### config.mk
export PLATFORM = sky130hd
export DESIGN_NAME = fb_filler
export DESIGN_NICKNAME = d
export VERILOG_FILES = /design/src/rtl/fb_filler_pkg.sv /design/src/rtl/fb_pattern_gen.sv /design/src/rtl/fb_filler.sv
export SDC_FILE = /design/constraint.sdc
export NUM_CORES = 1
export LEC_CHECK = 0
export ABC_AREA = 1
export CORE_ASPECT_RATIO = 2
export CORE_MARGIN = 3
export CORE_UTILIZATION = 30
export DETAILED_ROUTE_END_ITERATION = 8
export GPL_ROUTABILITY_DRIVEN = 0
export HOLD_SLACK_MARGIN = 0.06
export RECOVER_POWER = 100
export SLEW_MARGIN = 0
export SYNTH_ARGS = -nofsm -noshare
export SYNTH_HDL_FRONTEND = slang
export SYNTH_SLANG_ARGS = --single-unit
### constraint.sdc
create_clock -name clock -period 4.7 [get_ports clock]
set_input_delay 1.41 -clock clock [delete_from_list [all_inputs] [get_ports clock]]
set_output_delay 1.41 -clock clock [all_outputs]
set_load 0.02 [all_outputs]
### src/rtl/fb_filler_pkg.sv
// Shared encodings for the frame-buffer filler: fill patterns and FSM states.
package fb_filler_pkg;

   typedef enum logic [1:0] {
      MODE_SOLID  = 2'd0,
      MODE_RAMP   = 2'd1,
      MODE_NIBBLE = 2'd2,
      MODE_XOR    = 2'd3
   } fill_mode_e;

   typedef enum logic [1:0] {
      ST_IDLE   = 2'd0,
      ST_WRITE  = 2'd1,
      ST_PACE   = 2'd2,
      ST_FINISH = 2'd3
   } state_e;

endpackage

### src/rtl/fb_pattern_gen.sv
// Data-pattern generator: maps the current word offset to the write data.
module fb_pattern_gen
   import fb_filler_pkg::*;
#(
   parameter int DATA_W = 8
) (
   input  fill_mode_e        mode,
   input  logic [DATA_W-1:0] fill_value,
   input  logic [DATA_W-1:0] offset,
   output logic [DATA_W-1:0] data
);

   // Select the pattern for the current offset.
   always_comb begin
      data = '0;
      case (mode)
         MODE_SOLID:  data = fill_value;
         MODE_RAMP:   data = offset;
         MODE_NIBBLE: data = {(DATA_W/4){offset[3:0]}};
         MODE_XOR:    data = fill_value ^ offset;
         default:     data = '0;
      endcase
   end

endmodule

### src/rtl/fb_filler.sv
// Frame-buffer filler: writes a generated pattern to count consecutive
// word addresses starting at base, with optional idle pacing between writes.
module fb_filler
   import fb_filler_pkg::*;
#(
   parameter int ADDR_W = 26,
   parameter int DATA_W = 8,
   parameter int PACE_W = 10
) (
   input  logic              clock,
   input  logic              reset,
   input  logic              start,
   input  logic              abort,
   input  logic [1:0]        mode,
   input  logic [ADDR_W-1:0] base,
   input  logic [ADDR_W-1:0] count,
   input  logic [DATA_W-1:0] fill_value,
   input  logic [PACE_W-1:0] pace,
   output logic [ADDR_W-1:0] o_address,
   output logic [DATA_W-1:0] o_data,
   output logic              o_we,
   input  logic              i_ready,
   output logic              busy,
   output logic              done,
   output logic              aborted
);

   state_e            state, state_nxt;
   fill_mode_e        mode_q;
   logic [ADDR_W-1:0] base_q, count_q, offset, offset_inc;
   logic [DATA_W-1:0] fill_q;
   logic [PACE_W-1:0] pace_q, pace_cnt;
   logic              last_word;

   assign offset_inc = offset + ADDR_W'(1);
   assign last_word  = (offset_inc == count_q);
   assign o_address  = base_q + offset;

   // State register.
   always_ff @(posedge clock or posedge reset) begin
      if (reset) state <= ST_IDLE;
      else       state <= state_nxt;
   end

   // Next-state decode and state-derived outputs.
   always_comb begin
      state_nxt = state;
      o_we      = 1'b0;
      busy      = 1'b1;
      done      = 1'b0;
      case (state)
         ST_IDLE: begin
            busy = 1'b0;
            if (start) state_nxt = (count == '0) ? ST_FINISH : ST_WRITE;
         end
         ST_WRITE: begin
            o_we = 1'b1;
            // abort wins over a same-cycle acceptance
            if (abort)               state_nxt = ST_IDLE;
            else if (i_ready) begin
               if (last_word)        state_nxt = ST_FINISH;
               else if (pace_q != '0) state_nxt = ST_PACE;
            end
         end
         ST_PACE: begin
            if (abort)                           state_nxt = ST_IDLE;
            else if (pace_cnt == PACE_W'(1))     state_nxt = ST_WRITE;
         end
         ST_FINISH: begin
            done      = 1'b1;
            state_nxt = ST_IDLE;
         end
         default: state_nxt = ST_IDLE;
      endcase
   end

   // Operation parameters, word offset, pacing counter and abort pulse.
   always_ff @(posedge clock or posedge reset) begin
      if (reset) begin
         mode_q   <= MODE_SOLID;
         base_q   <= '0;
         count_q  <= '0;
         fill_q   <= '0;
         pace_q   <= '0;
         pace_cnt <= '0;
         offset   <= '0;
         aborted  <= 1'b0;
      end else begin
         aborted <= abort && (state == ST_WRITE || state == ST_PACE);
         if (state == ST_IDLE && start) begin
            mode_q  <= fill_mode_e'(mode);
            base_q  <= base;
            count_q <= count;
            fill_q  <= fill_value;
            pace_q  <= pace;
            offset  <= '0;
         end else if (state == ST_WRITE && i_ready && !abort) begin
            offset   <= offset_inc;
            pace_cnt <= pace_q;
         end else if (state == ST_PACE) begin
            pace_cnt <= pace_cnt - PACE_W'(1);
         end
      end
   end

   fb_pattern_gen #(.DATA_W(DATA_W)) u_pattern (
      .mode       (mode_q),
      .fill_value (fill_q),
      .offset     (offset[DATA_W-1:0]),
      .data       (o_data)
   );

endmodule

======== After elaboration in Yosys (flattened, before gate mapping) ========
Cells that the tools add are included.
operators by class
  $add $sub $neg .......................... 3
  equal/unequal tests ..................... 12
  mux-type cells .......................... 17
  bitwise logic cells ..................... 2
  reduce and logical (&&, ||, !) cells .... 14
operator list
  kind                   count
  $mux 26                2
  $pmux 8 s4             1
  $add 26x1->26 const B  1
  $add 26x26->26         1
  $eq 26x26->1           1
  $logic_not 26->1       1
  $mux 10                2
  $mux 2                 8
  $eq 10x1->1 const B    1
  $reduce_bool 10->1     1
  $sub 10x1->10 const B  1
  $eq 2x2->1 const B     4
  $pmux 2 s4             1
  $xor 8x8->8            1
  $ne 3x3->1 const B     2
  $eq 2x1->1 const B     2
  $logic_and 1x1->1      4
  $logic_not 2->1        2
  $ne 4x4->1 const B     1
  $reduce_and 4->1       1
  $reduce_bool 2->1      2
  $mux 1                 3
  $ne 2x2->1 const B     1
  $reduce_and 2->1       1
  other kinds (3)        3
word-level totals
  register bits ........................... 111
  input bits .............................. 77
  output and inout port bits .............. 38
  word-level logic and storage cells ...... 57

======== Logic depth before layout (Yosys ltp) ========
  depth after elaboration ................. 6
  mapped depth ............................ 18
  gate-level depth less buffers ........... 18

======== Cells and area by module ========
A second synthesis with hierarchy kept.
unflattened totals
  cells, all modules ...................... 1043
  area, all modules ....................... 7402.1 um^2
by module, submodules not included
  module          times used  cells an instance  area an instance (um^2)  seq. area each (um^2)
  fb_filler       1           977                7095.6                   2777.7
  fb_pattern_gen  1           66                 306.5                    0.0

======== Worst setup path after synthesis ========
Ideal clock, no wire load.
  path kind ............................... register to output
  from .................................... reg offset[0]
  to ...................................... out o_address[16]
  arrival time ............................ 2.503 ns
  slack ................................... 0.787 ns
  stages on the path, launching flop included .. 11
  path buffers ............................ 0
  path through ............................ dfrtp_1 > ha_1 > inv_1 > fa_1 > o21ai_2 > a21boi_0 > o21ai_0 > a21boi_1 > o21ai_0 > a21oi_1 > xnor2_1
on the way
  cells in the longest elaborated chain, start to end .. 1
ends and longest elaborated chain
  item                    line             RTL
  start, declared         fb_filler.sv:30  logic [ADDR_W-1:0] base_q, count_q, offset, offset_inc;
  start signal, assigned  fb_filler.sv:98  offset <= offset_inc;
  $add 26x26->26          fb_filler.sv:37  assign o_address = base_q + offset;
  end, declared           fb_filler.sv:19  output logic [ADDR_W-1:0] o_address,
No other way between the ends.

======== Worst setup path after layout ========
  from .................................... reg offset[13]
  to ...................................... out o_address[22]
Same word-level chain as after synthesis.

==> flow_metrics.py <==
metrics = {
    "run_status": {
        "status": "finished with violations",
        "failed_checks": "capacitance limit, slew limit",
    },
    "die": {
        "core_area_sq_um": 23400,
        "die_w_um": 115,
        "start_util": 0.306,
        "top_level_ports": 115,
        "placement_rows": 79,
        "overall_die_area_sq_um": 25900,
        "die_y_um": 225,
    },
    "sta": {
        "slew-limit-headroom": -0.512,
        "layout_worst_path_cycle_share": 0.970,
        "hold_viol_final": 0,
        "rsz0062_at_grt": "false",
        "finalSetupTns_ps": 0,
        "layout_min_cycle_time_ps": 4560,
        "clock_skew_ps": 11.2,
        "worst_pin_slew_ps": 2260,
        "setup_viol_count_final": 0,
        "fmaxAchievable_mhz": 219,
        "slew_viol_final": 45,
    },
    "placed_design": {
        "hpwl_um": 17400,
        "placement.io_buffers": 114,
    },
    "global_routing": {
        "grt_use_total": 0.176,
        "antenna_violations_before_repair": 0,
        "via_count_of_the_first_global_routing_pass": 6914,
        "globalRouteOverflowTotal": 0,
        "maximum_number_of_pins_on_one_net_before_global_route_repair": 91,
        "global_route_wire_length_before_repair_um": 35300,
    },
    "critical_path": {
        "crit-reg2reg-launch": "state[0]$_DFFE_PP0P_",
        "worst_ep_required_time_ps": 3290,
        "critical_path.endpoint_type": "primary output",
        "critical_path_launch_point_type": "register",
        "worst_r2r_path_depth": 8,
        "startpoint": "offset[13]$_DFFE_PP0P_",
        "critPathKind": "reg2out",
        "arrival_ps": 3150,
        "critical_path_peak_fanout": 6,
    },
    "finish": {
        "layout-drive-gt1-share": 0.0471,
        "area_delta_synth_final_pct": 25.2,
        "most_common_cell_after_layout_fill_and_taps_aside": "sky130_fd_sc_hd__nand2_1",
        "layout.cells.most_common_list": "350 x sky130_fd_sc_hd__nand2_1, 110 x sky130_fd_sc_hd__dfrtp_1, 86 x sky130_fd_sc_hd__inv_1, 74 x sky130_fd_sc_hd__clkdlybuf4s50_1, 66 x sky130_fd_sc_hd__o21ai_0",
        "antenna-diode-count": 0,
        "final_nets": 1211,
        "layout.filler_cells": 2460,
    },
    "clock_tree": {
        "cts.sink_count": 111,
        "insertion_delay_ps": 370,
        "number_of_clock_buffers_inserted_by_tritoncts": 9,
        "clk_transition_reported_paths_ps": 70,
        "clockBufferDepth": 2,
        "clock_tree_from_tritoncts": "yes",
        "cts_root_buf": "sky130_fd_sc_hd__clkbuf_16",
        "postCtsHoldBufs": 0,
        "cts-htree-levels": 3,
    },
    "detailed_routing": {
        "vias": 6825,
        "route.detailed.drc": 0,
        "drt-wirelength-per-cell_um": 16.0,
        "postRouteWirelength_um": 22200,
        "initialDrtViolationCount": 312,
        "drt_pre_antenna_iters": 6,
        "post_drt_via_cell_ratio": 4.92,
        "drtAntennaViolNets": 0,
    },
    "yosys": {
        "yosys_most_used_dff": "sky130_fd_sc_hd__dfrtp_1",
        "synth.top_cell.area_share": 0.388,
        "synth_nets": 1093,
        "synth-edff-count": 0,
        "cell_type_contributing_the_most_total_cell_area_after_synthesis": "sky130_fd_sc_hd__dfrtp_1",
        "synth-seq-cells": 111,
        "ys.warnings.count": 0,
        "yosys-top-cells-area": "sky130_fd_sc_hd__dfrtp_1 39%, sky130_fd_sc_hd__nand2_1 18%, sky130_fd_sc_hd__ha_1 5.8%, sky130_fd_sc_hd__o21ai_0 4.9%, sky130_fd_sc_hd__inv_1 4.5%",
        "syn_avg_cell_area_sq_um": 7.30,
        "synth_cell_type_count": 41,
        "postSynth.asyncResetShare": 1.00,
        "post_synth_instance_area_sq_um": 7160,
        "sequential_cell_area_fraction_in_the_yosys_report": 0.388,
        "cell_count_after_synthesis": 982,
    },
    "hold_path": {
        "hold-path-cell-count": 2,
        "worst_hold_startpoint": "fill_q[0]$_DFFE_PP0P_",
        "hold_class": "reg2reg",
    },
    "power": {
        "power_per_cell_area_nw_per_um2": 513,
        "max-vdd-ir-drop_uv": 356,
        "p_leak_nw": 4.21,
        "post-layout-total-power_mw": 4.60,
    },
    "flow_run": {
        "cap_viol_max_count": 1,
    },
}
[cells in the mapped netlist, types with 4 or more instances]
cell type                  count
sky130_fd_sc_hd__a21boi_0      4
sky130_fd_sc_hd__a21oi_1      36
sky130_fd_sc_hd__a22oi_1       4
sky130_fd_sc_hd__clkbuf_1     22
sky130_fd_sc_hd__dfrtp_1     111
sky130_fd_sc_hd__ha_1         33
sky130_fd_sc_hd__inv_1        86
sky130_fd_sc_hd__nand2_1     349
sky130_fd_sc_hd__nand2_2       5
sky130_fd_sc_hd__nand3_1      59
sky130_fd_sc_hd__nand3b_1      5
sky130_fd_sc_hd__nand4_1       9
sky130_fd_sc_hd__nor2_1       64
sky130_fd_sc_hd__nor2_2        5
sky130_fd_sc_hd__nor2_4        6
sky130_fd_sc_hd__nor3_1       10
sky130_fd_sc_hd__nor4_1        8
sky130_fd_sc_hd__o21ai_0      70
sky130_fd_sc_hd__o21bai_1      5
sky130_fd_sc_hd__o22ai_1      17
sky130_fd_sc_hd__xnor2_1      14
sky130_fd_sc_hd__xor2_1       34
[stage by stage]
step	hold WS [ps]	std cells	setup slack, ps	utilization	area, sq um
after floorplan	449	982	359	-	7160
after global placement	464	1371	155	0.371	8700
after CTS	486	1387	19.1	0.384	9000
after global routing	520	1388	15.7	0.383	8970
final	480	1388	143	0.383	8970
after detailed placement	467	1371	90.0	0.371	8700
[layer usage]
metal | global-route usage | wire (um)
met5 | 0 | 0
met2 | 0.337 | 12400
met1 | 0.182 | 8020
met4 | 0.0788 | 968
met3 | 0.0256 | 789
[worst max-delay path, cell delays in order (launching register included)]
cell and delay, ps:
sky130_fd_sc_hd__dfrtp_1 440, sky130_fd_sc_hd__ha_1 390, sky130_fd_sc_hd__a21oi_1 240, sky130_fd_sc_hd__o21ai_0 150
sky130_fd_sc_hd__a21oi_1 220, sky130_fd_sc_hd__nand3_1 270, sky130_fd_sc_hd__a31oi_1 240, sky130_fd_sc_hd__xor2_1 150
sky130_fd_sc_hd__dlygate4sd3_1 690
[final cells by class]
| type | count | area, sq um | share of cell area |
|---|---|---|---|
| multi-input cells | 759 | 3970 | 0.443 |
| clock buffers | 10 | 229 | 0.0255 |
| flip-flops and latches | 111 | 2780 | 0.310 |
| well taps | 283 | 354 | 0.0395 |
| repair buffers | 130 | 1230 | 0.137 |
| inverters | 89 | 335 | 0.0374 |
| clock inverters | 6 | 71.3 | 0.00795 |
[worst paths after layout]
| check | endpoint | slack (ps) |
|---|---|---|
| setup / recovery | o_address[22] | 140 |
| hold / removal | fill_q[0]$_DFFE_PP0P_ | 480 |
| setup reg to reg | offset[2]$_DFFE_PP0P_ | 1320 |
| hold reg to reg | fill_q[0]$_DFFE_PP0P_ | 480 |
| max in group asynchronous | base_q[12]$_DFFE_PP0P_ | 1090 |
| min in group asynchronous | count_q[0]$_DFFE_PP0P_ | 2090 |
[sequential cells by signal, indices dropped and copies added (netlist names)]
| signal | count |
|---|---|
| aborted | 1 |
| base_q | 26 |
| count_q | 26 |
| fill_q | 8 |
| mode_q | 2 |
| offset | 26 |
| pace_cnt | 10 |
| pace_q | 10 |
| state | 2 |
[report_power, final]
part / internal [mW] / total (mW) / switching (mW)
sequential: 1.32 / 1.57 / 0.254
combinational: 0.840 / 2.24 / 1.40
clock: 0.417 / 0.794 / 0.377
total: 2.57 / 4.60 / 2.03
[cell families after synthesis]
family / count (synthesis) / synth area share
compound gates: 148 / 0.115
xor+xnor: 50 / 0.0650
fa+ha+maj: 34 / 0.0604
buf+inv: 112 / 0.0592
flops: 111 / 0.388
simple gates: 527 / 0.312
[repair_timing]
item | 4_1_cts | 5_1_grt
buffers inserted | 0 | 1
resized for setup | 8 | 9
endpoints found under the setup margin | 6 | 7
pin swaps | 1 | 2
No activity file was read; power rests on OpenSTA's default activity.
